`src/rtl/alu_pkg.sv`:
```
// Shared definitions for the sequential ALU: opcodes, CLFZN flag positions, FSM states.
package alu_pkg;

  typedef enum logic [3:0] {
    OP_ADD  = 4'd0,
    OP_ADDC = 4'd1,
    OP_SUB  = 4'd2,
    OP_SUBC = 4'd3,
    OP_CMP  = 4'd4,
    OP_AND  = 4'd5,
    OP_OR   = 4'd6,
    OP_XOR  = 4'd7,
    OP_NOT  = 4'd8,
    OP_MOV  = 4'd9,
    OP_LSH  = 4'd10,
    OP_RSH  = 4'd11,
    OP_ARSH = 4'd12
  } op_e;

  localparam int FLAG_C = 4;
  localparam int FLAG_L = 3;
  localparam int FLAG_F = 2;
  localparam int FLAG_Z = 1;
  localparam int FLAG_N = 0;

  typedef enum logic [1:0] {
    ST_IDLE  = 2'd0,
    ST_SHIFT = 2'd1,
    ST_DONE  = 2'd2
  } state_e;

endpackage

```
`src/rtl/alu_addsub.sv`:
```
// Shared adder/subtractor; in subtract mode cin is a borrow-in and cout a borrow-out.
module alu_addsub #(
  parameter int WIDTH = 16
) (
  input  logic [WIDTH-1:0] a,
  input  logic [WIDTH-1:0] b,
  input  logic             cin,
  input  logic             sub,
  output logic [WIDTH-1:0] sum,
  output logic             cout,
  output logic             ovf
);

  logic [WIDTH-1:0] w_b;
  logic             w_c0;
  logic [WIDTH:0]   w_full;

  // a - b - borrow == a + ~b + ~borrow
  assign w_b    = sub ? ~b : b;
  assign w_c0   = sub ? ~cin : cin;
  assign w_full = {1'b0, a} + {1'b0, w_b} + {{WIDTH{1'b0}}, w_c0};
  assign sum    = w_full[WIDTH-1:0];
  assign cout   = sub ? ~w_full[WIDTH] : w_full[WIDTH];
  assign ovf    = (a[WIDTH-1] == w_b[WIDTH-1]) && (sum[WIDTH-1] != a[WIDTH-1]);

endmodule

```
`src/rtl/alu_seq.sv`:
```
// Handshaked ALU with persistent CLFZN flags and bit-serial variable shifts.
module alu_seq
  import alu_pkg::*;
#(
  parameter int WIDTH   = 16,
  parameter int SHAMT_W = $clog2(WIDTH)
) (
  input  logic             clk,
  input  logic             rst_n,
  input  logic             in_valid,
  output logic             in_ready,
  input  logic [3:0]       op,
  input  logic [WIDTH-1:0] a,
  input  logic [WIDTH-1:0] b,
  output logic             out_valid,
  input  logic             out_ready,
  output logic [WIDTH-1:0] result,
  output logic [4:0]       flags
);

  state_e             r_state;
  logic [WIDTH-1:0]   r_result;
  logic [WIDTH-1:0]   r_work;
  logic [4:0]         r_flags;
  logic [SHAMT_W-1:0] r_cnt;
  logic [3:0]         r_shop;

  logic               w_accept;
  logic [SHAMT_W-1:0] w_k;
  logic               w_is_shift;
  logic               w_long;
  logic               w_sub;
  logic               w_cin;
  logic [WIDTH-1:0]   w_sum;
  logic               w_cout;
  logic               w_ovf;
  logic [WIDTH-1:0]   w_res;
  logic [4:0]         w_flags;

  function automatic logic [WIDTH-1:0] shift1(input logic [3:0] sop, input logic [WIDTH-1:0] x);
    case (sop)
      OP_LSH:  shift1 = {x[WIDTH-2:0], 1'b0};
      OP_RSH:  shift1 = {1'b0, x[WIDTH-1:1]};
      default: shift1 = {x[WIDTH-1], x[WIDTH-1:1]};
    endcase
  endfunction

  assign in_ready   = (r_state == ST_IDLE) || ((r_state == ST_DONE) && out_ready);
  assign out_valid  = (r_state == ST_DONE);
  assign result     = r_result;
  assign flags      = r_flags;
  assign w_accept   = in_valid && in_ready;
  assign w_k        = b[SHAMT_W-1:0];
  assign w_is_shift = (op == OP_LSH) || (op == OP_RSH) || (op == OP_ARSH);
  assign w_long     = w_is_shift && (w_k > SHAMT_W'(1));
  assign w_sub      = (op == OP_SUB) || (op == OP_SUBC) || (op == OP_CMP);
  // Carry-in always comes from the flag register, never from the adder output.
  assign w_cin      = ((op == OP_ADDC) || (op == OP_SUBC)) ? r_flags[FLAG_C] : 1'b0;

  alu_addsub #(.WIDTH(WIDTH)) u_addsub (
    .a    (a),
    .b    (b),
    .cin  (w_cin),
    .sub  (w_sub),
    .sum  (w_sum),
    .cout (w_cout),
    .ovf  (w_ovf)
  );

  always_comb begin
    w_res   = '0;
    w_flags = r_flags;
    case (op)
      OP_ADD, OP_ADDC, OP_SUB, OP_SUBC: begin
        w_res           = w_sum;
        w_flags[FLAG_C] = w_cout;
        w_flags[FLAG_F] = w_ovf;
        w_flags[FLAG_Z] = (w_sum == '0);
      end
      OP_CMP: begin
        w_flags[FLAG_L] = w_cout;
        w_flags[FLAG_N] = w_sum[WIDTH-1] ^ w_ovf;
        w_flags[FLAG_Z] = (a == b);
      end
      OP_AND:  w_res = a & b;
      OP_OR:   w_res = a | b;
      OP_XOR:  w_res = a ^ b;
      OP_NOT:  w_res = ~a;
      OP_MOV:  w_res = a;
      OP_LSH, OP_RSH, OP_ARSH: w_res = (w_k == '0) ? a : shift1(op, a);
      default: w_res = '0;
    endcase
  end

  always_ff @(posedge clk) begin
    if (!rst_n) begin
      r_state  <= ST_IDLE;
      r_result <= '0;
      r_flags  <= '0;
      r_cnt    <= '0;
      r_shop   <= '0;
    end else if (w_accept) begin
      if (w_long) begin
        r_work  <= shift1(op, a);
        r_cnt   <= w_k - SHAMT_W'(1);
        r_shop  <= op;
        r_state <= ST_SHIFT;
      end else begin
        r_result <= w_res;
        r_flags  <= w_flags;
        r_state  <= ST_DONE;
      end
    end else if (r_state == ST_SHIFT) begin
      // The shift performed while the counter reads 1 is the final one.
      if (r_cnt == SHAMT_W'(1)) begin
        r_result <= shift1(r_shop, r_work);
        r_cnt    <= '0;
        r_state  <= ST_DONE;
      end else begin
        r_work <= shift1(r_shop, r_work);
        r_cnt  <= r_cnt - SHAMT_W'(1);
      end
    end else if ((r_state == ST_DONE) && out_ready) begin
      r_state <= ST_IDLE;
    end
  end

endmodule

```
`config.mk`:
```
export PLATFORM = sky130hd
export DESIGN_NAME = alu_seq
export DESIGN_NICKNAME = d
export VERILOG_FILES = /design/src/rtl/alu_pkg.sv /design/src/rtl/alu_addsub.sv /design/src/rtl/alu_seq.sv
export SDC_FILE = /design/constraint.sdc
export NUM_CORES = 1
export LEC_CHECK = 0
export CORE_ASPECT_RATIO = 1.5
export CORE_MARGIN = 2
export CORE_UTILIZATION = 52
export CTS_CLUSTER_DIAMETER = 40
export CTS_CLUSTER_SIZE = 8
export DETAILED_ROUTE_END_ITERATION = 16
export PLACE_DENSITY_LB_ADDON = 0.25
export SYNTH_ARGS = -nofsm -noshare
export SYNTH_HDL_FRONTEND = slang
export SYNTH_SLANG_ARGS = --single-unit
export TNS_END_PERCENT = 100
```
`constraint.sdc`:
```
create_clock -name clk -period 4.7 [get_ports clk]
set_input_delay 0.94 -clock clk [delete_from_list [all_inputs] [get_ports clk]]
set_output_delay 0.94 -clock clk [all_outputs]
set_load 0.005 [all_outputs]
```
==> results of run 1 <==
==> cell families after synthesis <==
kind of cell	share of synthesized area, %
flip-flops	21.04
XOR/XNOR	7.196
multiplexers	8.893
adder cells (fa/ha/maj)	13.20
AO/OA/AOI/OAI	25.65
AND/OR/NAND/NOR	17.48
buffers and inverters	6.550
==> synth_stat cells (3+ instances only) <==
| master | n |
|---|---|
| nor2_1 | 62 |
| edfxtp_1 | 16 |
| xnor2_1 | 34 |
| o21a_1 | 5 |
| a21o_1 | 7 |
| nor3b_1 | 5 |
| o211a_1 | 4 |
| o21ai_1 | 3 |
| o211ai_1 | 3 |
| nor3_1 | 19 |
| a31oi_1 | 4 |
| o221ai_1 | 17 |
| ha_1 | 52 |
| a21oi_1 | 57 |
| and2_1 | 3 |
| and3_1 | 3 |
| mux2_2 | 4 |
| a221oi_1 | 4 |
| mux2i_1 | 42 |
| nor4b_1 | 3 |
| clkbuf_1 | 30 |
| o22a_1 | 6 |
| o21ai_0 | 29 |
| or3_1 | 5 |
| xor2_1 | 9 |
| a22oi_1 | 13 |
| nor2b_1 | 4 |
| o2111ai_1 | 6 |
| o221a_2 | 4 |
| dfxtp_1 | 31 |
| nand3_1 | 20 |
| o22ai_1 | 6 |
| nand2_1 | 28 |
| a2111oi_0 | 3 |
| nand4_1 | 5 |
| inv_1 | 40 |
| buf_2 | 10 |
| nand2b_1 | 5 |
| a211oi_1 | 8 |
==> worst max-delay path, cell delays in order <==
cell and delay (ns):
clkdlybuf4s50_1 0.56, buf_6 0.16, nor2_2 0.06, a21oi_2 0.26, buf_6 0.24, xnor2_1 0.21, buf_4 0.17, ha_1 0.23
a21oi_1 0.21, o2111ai_1 0.24, a2111oi_1 0.48, buf_4 0.19, o31ai_1 0.12, and3_1 0.21, nor3_1 0.22, o221a_2 0.21
==> area by class of cell <==
cell class | instances | area [um2]
flip-flops and latches | 47 | 1101
fillers | 809 | 3152
clock inverters | 3 | 46.29
well taps | 115 | 143.9
multi-input cells | 519 | 3876
clock buffers | 5 | 125.1
inverters | 40 | 150.1
repair buffers | 130 | 1150
==> timing repair <==
item,in CTS,in global routing
hold endpoints to repair,0,0
pin swaps,2,4
setup buffers,1,1
gates resized for setup,5,11
endpoints found under the setup margin,3,10
==> flip-flops by register name, indices dropped and copies added (netlist names) <==
name     cells
r_state      2
result      16
r_work      16
r_cnt        4
flags        5
r_shop       4
==> stage by stage <==
step	instance area, um2	setup slack [ns]
2_1_floorplan	5234	0.02082
3_3_place_gp	6324	-0.4907
3_5_place_dp	6324	-0.5431
4_1_cts	6538	0.008857
5_1_grt	6593	-0.01238
6_report	6593	0.2307
==> layer usage <==
metal	global-route usage, %	vias up	part of all wire [%]
li1	-	2601	-
met1	39.01	2617	39
met2	56.86	207	52
met3	2.017	49	4.8
met4	12.51	0	4.1
met5	0	-	0
==> power by group <==
part,internal [mW],switching [mW]
Clock,0.253,0.165
Combinational,0.353,0.404
Sequential,0.447,0.0156
==> how the worst max path moves through the flow <==
stage,depth (start not counted),start,end,slack [ns]
floorplan,14,op[0],flags[1],0.02
global route,14,op[2],flags[1],-0.01
global placement,13,op[3],flags[1],-0.49
finish,16,op[3],result[15],0.23
detailed placement,13,op[3],flags[1],-0.54
CTS,14,op[3],flags[1],0.009
==> results.json, run 1 <==
{
  "drive_gt1_share_pct": 14.52,
  "routedWlPerCell_um": 20.05,
  "worst-r2r-cell-count": 11,
  "grt_pass1_wl_um": 27280,
  "synth_seq_cells": 47,
  "synth_area_leader_cell": "ha_1",
  "tightest_slew_ns": 0.7679,
  "drtPass1Iterations": 11,
  "antenna_found_initial": 0,
  "grt_start_max_net_pins": 40,
  "clock.fmax_mhz": 223.7,
  "hold_buffers": 0,
  "drt-total-wl_um": 17230,
  "drc": 1,
  "coreArea_um2": 9744,
  "p_leak_nw": 2.739,
  "critical_path.endpoint_type": "register",
  "fin_skew_ns": 0.009076,
  "cts.clk_slew.worst_paths_ns": 0.07,
  "fin_tns_setup_ns": 0,
  "track_usage_pct": 31.77,
  "worst_ep_arrival_time_ns": 4.71,
  "whs_endpoint": "flags[2]",
  "fin_cells": 859,
  "clock-sinks": 47,
  "violations": "design-rule violations",
  "startpoint_type": "input pin",
  "mostFrequentLayoutCell": "buf_4",
  "synth_top_area_share_pct": 12.43,
  "setup_viol": 0,
  "diodes": 0,
  "status": "finished, violations left",
  "syn-mean-instance-area_um2": 8.052,
  "ys_seq_area_share_pct": 21.04,
  "async_reset_ff_share_pct": 0,
  "synth_edf_count": 16,
  "gr-total-overflow": 0,
  "min_from": "flags[2]",
  "period_share_pct": 95.09,
  "path_max_fanout": 11,
  "synthToLayoutAreaGrowth_pct": 25.96,
  "r2r_slack_ns": 1.35,
  "maxCapViolCount": 0,
  "cts_made_buffers": 5,
  "mostFrequentLayoutCells": "buf_4, clkdlybuf4s50_1, nor2_1",
  "period_needed_ns": 4.469,
  "max_slew_margin_pct": 48.67,
  "via_per_inst": 6.373,
  "post-route-util_pct": 67.66,
  "row_count": 44,
  "hold_depth": 2,
  "finalPower_mw": 1.638,
  "drt-initial-drc-count": 412,
  "die_x_um": 85.92,
  "required_ns": 4.94,
  "hold_viol": 0,
  "die_y_um": 126.9,
  "worstSetupPathType": "input pin to register",
  "synth_area_um2": 5234,
  "htree_levels": 2,
  "reg2reg_to": "flags[1]",
  "worstReg2RegStart": "flags[4]",
  "root_buffer": "clkbuf_16",
  "ios": 63,
  "placedCellCount": 849,
  "die-area_um2": 10900,
  "synth_flop_cell": "dfxtp_1",
  "peakVddDrop_v": 0.0001607,
  "finalHoldWorstSlack_ns": 0.4889,
  "cts_tree": "done",
  "netlist_instances": 650,
  "num_vias": 5474,
  "yosys_warnings": 0,
  "ant_nets": 0,
  "place.gp.congestion": 0.9623,
  "numPortBuffers": 62,
  "synth_area_leaders": "ha_1, dfxtp_1, edfxtp_1, mux2i_1, xnor2_1",
  "grt_pass1_vias": 5229,
  "drv_slew": 0,
  "hpwl_um": 13020,
  "start_util_pct": 53.71,
  "clkLatencyLatePin_ns": 0.29,
  "power_density_nw_per_um2": 248.5,
  "nNetsFinal": 837,
  "cts_buffer_depth": 2,
  "synth_nets": 744,
  "yosys.cell_types.count": 72,
  "hold_class": "register to register"
}
No activity file was read; power rests on OpenSTA's default activity.
==> run 2, diff against run 1 <==
- CORE_UTILIZATION: 52 -> 40
- CTS_CLUSTER_SIZE: 8 -> 30
==> run 2 against run 1 <==
The run now ends clean. Worst hold slack got worse by 0.011 ns. Clock skew fell by 0.00092 ns. Highest routed layer unchanged. Clock power barely moved. Final cell count rose by 2.7%. First-iteration DRC count rose by 0.73%. Sequential share of layout area rose by 0.26 points. Critical path depth fell by 3.
==> results.json, run 2 (synthesis gave the netlist of run 1 again) <==
{
  "mostFrequentLayoutCells": "clkdlybuf4s50_1, nor2_1, a21oi_1",
  "dpl_cell_area_um2": 6236,
  "drt-total-wl_um": 17230,
  "startpoint_type": "input pin",
  "num_vias": 5290,
  "finalPower_mw": 1.588,
  "via_per_inst": 5.998,
  "regArea_um2": 1101,
  "nFillCells": 1236,
  "worstSetupPathType": "input pin to register",
  "ios": 63,
  "period_share_pct": 95.41,
  "clkLatencyLatePin_ns": 0.29,
  "max_slew_margin_pct": 36.76,
  "crit_family": "compound AO/OA/AOI/OAI gates",
  "ant_nets": 0,
  "crit_end": "flags[1]",
  "routedWlPerCell_um": 19.53,
  "maxCapViolCount": 0,
  "grt_pass1_wl_um": 27120,
  "status": "complete, no violations",
  "antenna_found_initial": 0,
  "die_x_um": 97.40,
  "grt_pass1_vias": 5097,
  "die-area_um2": 14030,
  "worst-r2r-cell-count": 11,
  "root_buffer": "clkbuf_16",
  "cts_setup_buffers": 0,
  "crit_start": "op[3]",
  "mostFrequentLayoutCell": "clkdlybuf4s50_1",
  "gr-total-overflow": 0,
  "placedCellCount": 874,
  "diodes": 0,
  "finalWorstSetupSlack_ns": 0.2158,
  "cpMaxStageDelayCell": "clkdlybuf4s50_1",
  "tightest_slew_ns": 0.9484,
  "drtPass1Iterations": 5,
  "fin_cells": 882,
  "hold_buffers": 0,
  "htree_levels": 2,
  "post-route-util_pct": 50.37,
  "hold_class": "register to register",
  "numPortBuffers": 62,
  "cts_made_buffers": 5,
  "reg2reg_to": "flags[1]",
  "drc": 0,
  "multi_input_area_um2": 3882,
  "clock-sinks": 47,
  "fin_tns_setup_ns": 0,
  "period_needed_ns": 4.484,
  "drive_gt1_share_pct": 12.03,
  "crit_buf_inv": 1,
  "drv_slew": 0,
  "path_max_fanout": 3,
  "coreArea_um2": 12890,
  "hpwl_um": 13580,
  "rsz0062_at_grt": "false",
  "place_ws_ns": -0.4722,
  "drt-initial-drc-count": 415,
  "nNetsFinal": 816,
  "die_y_um": 144.1,
  "synthToLayoutAreaGrowth_pct": 24.05,
  "p_leak_nw": 2.634,
  "row_count": 51,
  "cp_cell_sequence": "clkdlybuf4s50_1 -> nor4b_4 -> a21oi_4 -> xor2_1 -> fa_2 -> fa_2 -> a211oi_2 -> nor3_1 -> or3_4 -> a2111oi_4 -> o2111ai_2 -> a2111o_1 -> o31ai_2",
  "slowest_delay_ns": 0.48,
  "setup_viol": 0,
  "finalHoldWorstSlack_ns": 0.4775,
  "r2r_slack_ns": 1.33,
  "hold_viol": 0,
  "fin_skew_ns": 0.008154,
  "worstReg2RegStart": "flags[4]",
  "fin_area_um2": 6492,
  "grt_start_max_net_pins": 40,
  "clock.fmax_mhz": 223.0,
  "crit_cells": 13,
  "peakVddDrop_v": 0.0001396,
  "cts_buffer_depth": 2,
  "power_density_nw_per_um2": 244.7,
  "critical_path.endpoint_type": "register",
  "path_common_cell": "fa_2",
  "start_util_pct": 40.60,
  "track_usage_pct": 24.24,
  "cts.clk_slew.worst_paths_ns": 0.07,
  "cts_tree": "done",
  "place.gp.congestion": 0.9861,
  "worst_ep_arrival_time_ns": 4.69,
  "required_ns": 4.91
}
[run 2: how the worst min path moves through the flow]
| stage | slack, ns | to | start | depth (start not counted) |
|---|---|---|---|---|
| global route | 0.53 | flags[2] | flags[2] | 2 |
| finish | 0.48 | r_shop[3] | r_shop[3] | 2 |
| global placement | 0.46 | r_shop[3] | r_shop[3] | 2 |
| CTS | 0.48 | r_shop[3] | r_shop[3] | 2 |
| detailed placement | 0.47 | r_shop[3] | r_shop[3] | 2 |
| floorplan | 0.44 | r_shop[3] | r_shop[3] | 2 |
[run 2: cell type report]
cell class	count	share of cell area (%)
clock buffer	5	1.927
clock inverter	3	0.7130
inverter	40	2.313
multi-input combinational	519	59.80
sequential	47	16.96
tap	159	3.064
timing repair buffer	109	15.22
[run 2: worst reg2reg max path: cells and delay by family (launching register included)]
family                     cells  cell delay (ns)
xor gates and xnor gates       1             0.18
AOI/OAI and AO/OA              5             1.33
DFF                            1             0.43
adders and majority gates      2             0.77
and+or+nand+nor                3             0.58
[run 2: report_power, final]
group,switching [mW],total (mW),internal (mW)
logic,0.391,0.705,0.314
clock network,0.168,0.421,0.253
registers,0.0159,0.463,0.447
[run 2: what timing repair did]
action	4_1_cts	5_1_grt
pin swaps	0	4
gates resized for setup	2	16
endpoints found under the setup margin	3	8
[run 2: metal layers]
metal | share of wire (%) | up-vias | GRT usage, %
met2 | 51 | 164 | 43.88
li1 | - | 2548 | -
met3 | 3.7 | 46 | 1.595
met5 | 0 | - | 0
met4 | 5.1 | 0 | 12.72
met1 | 40 | 2532 | 28.74
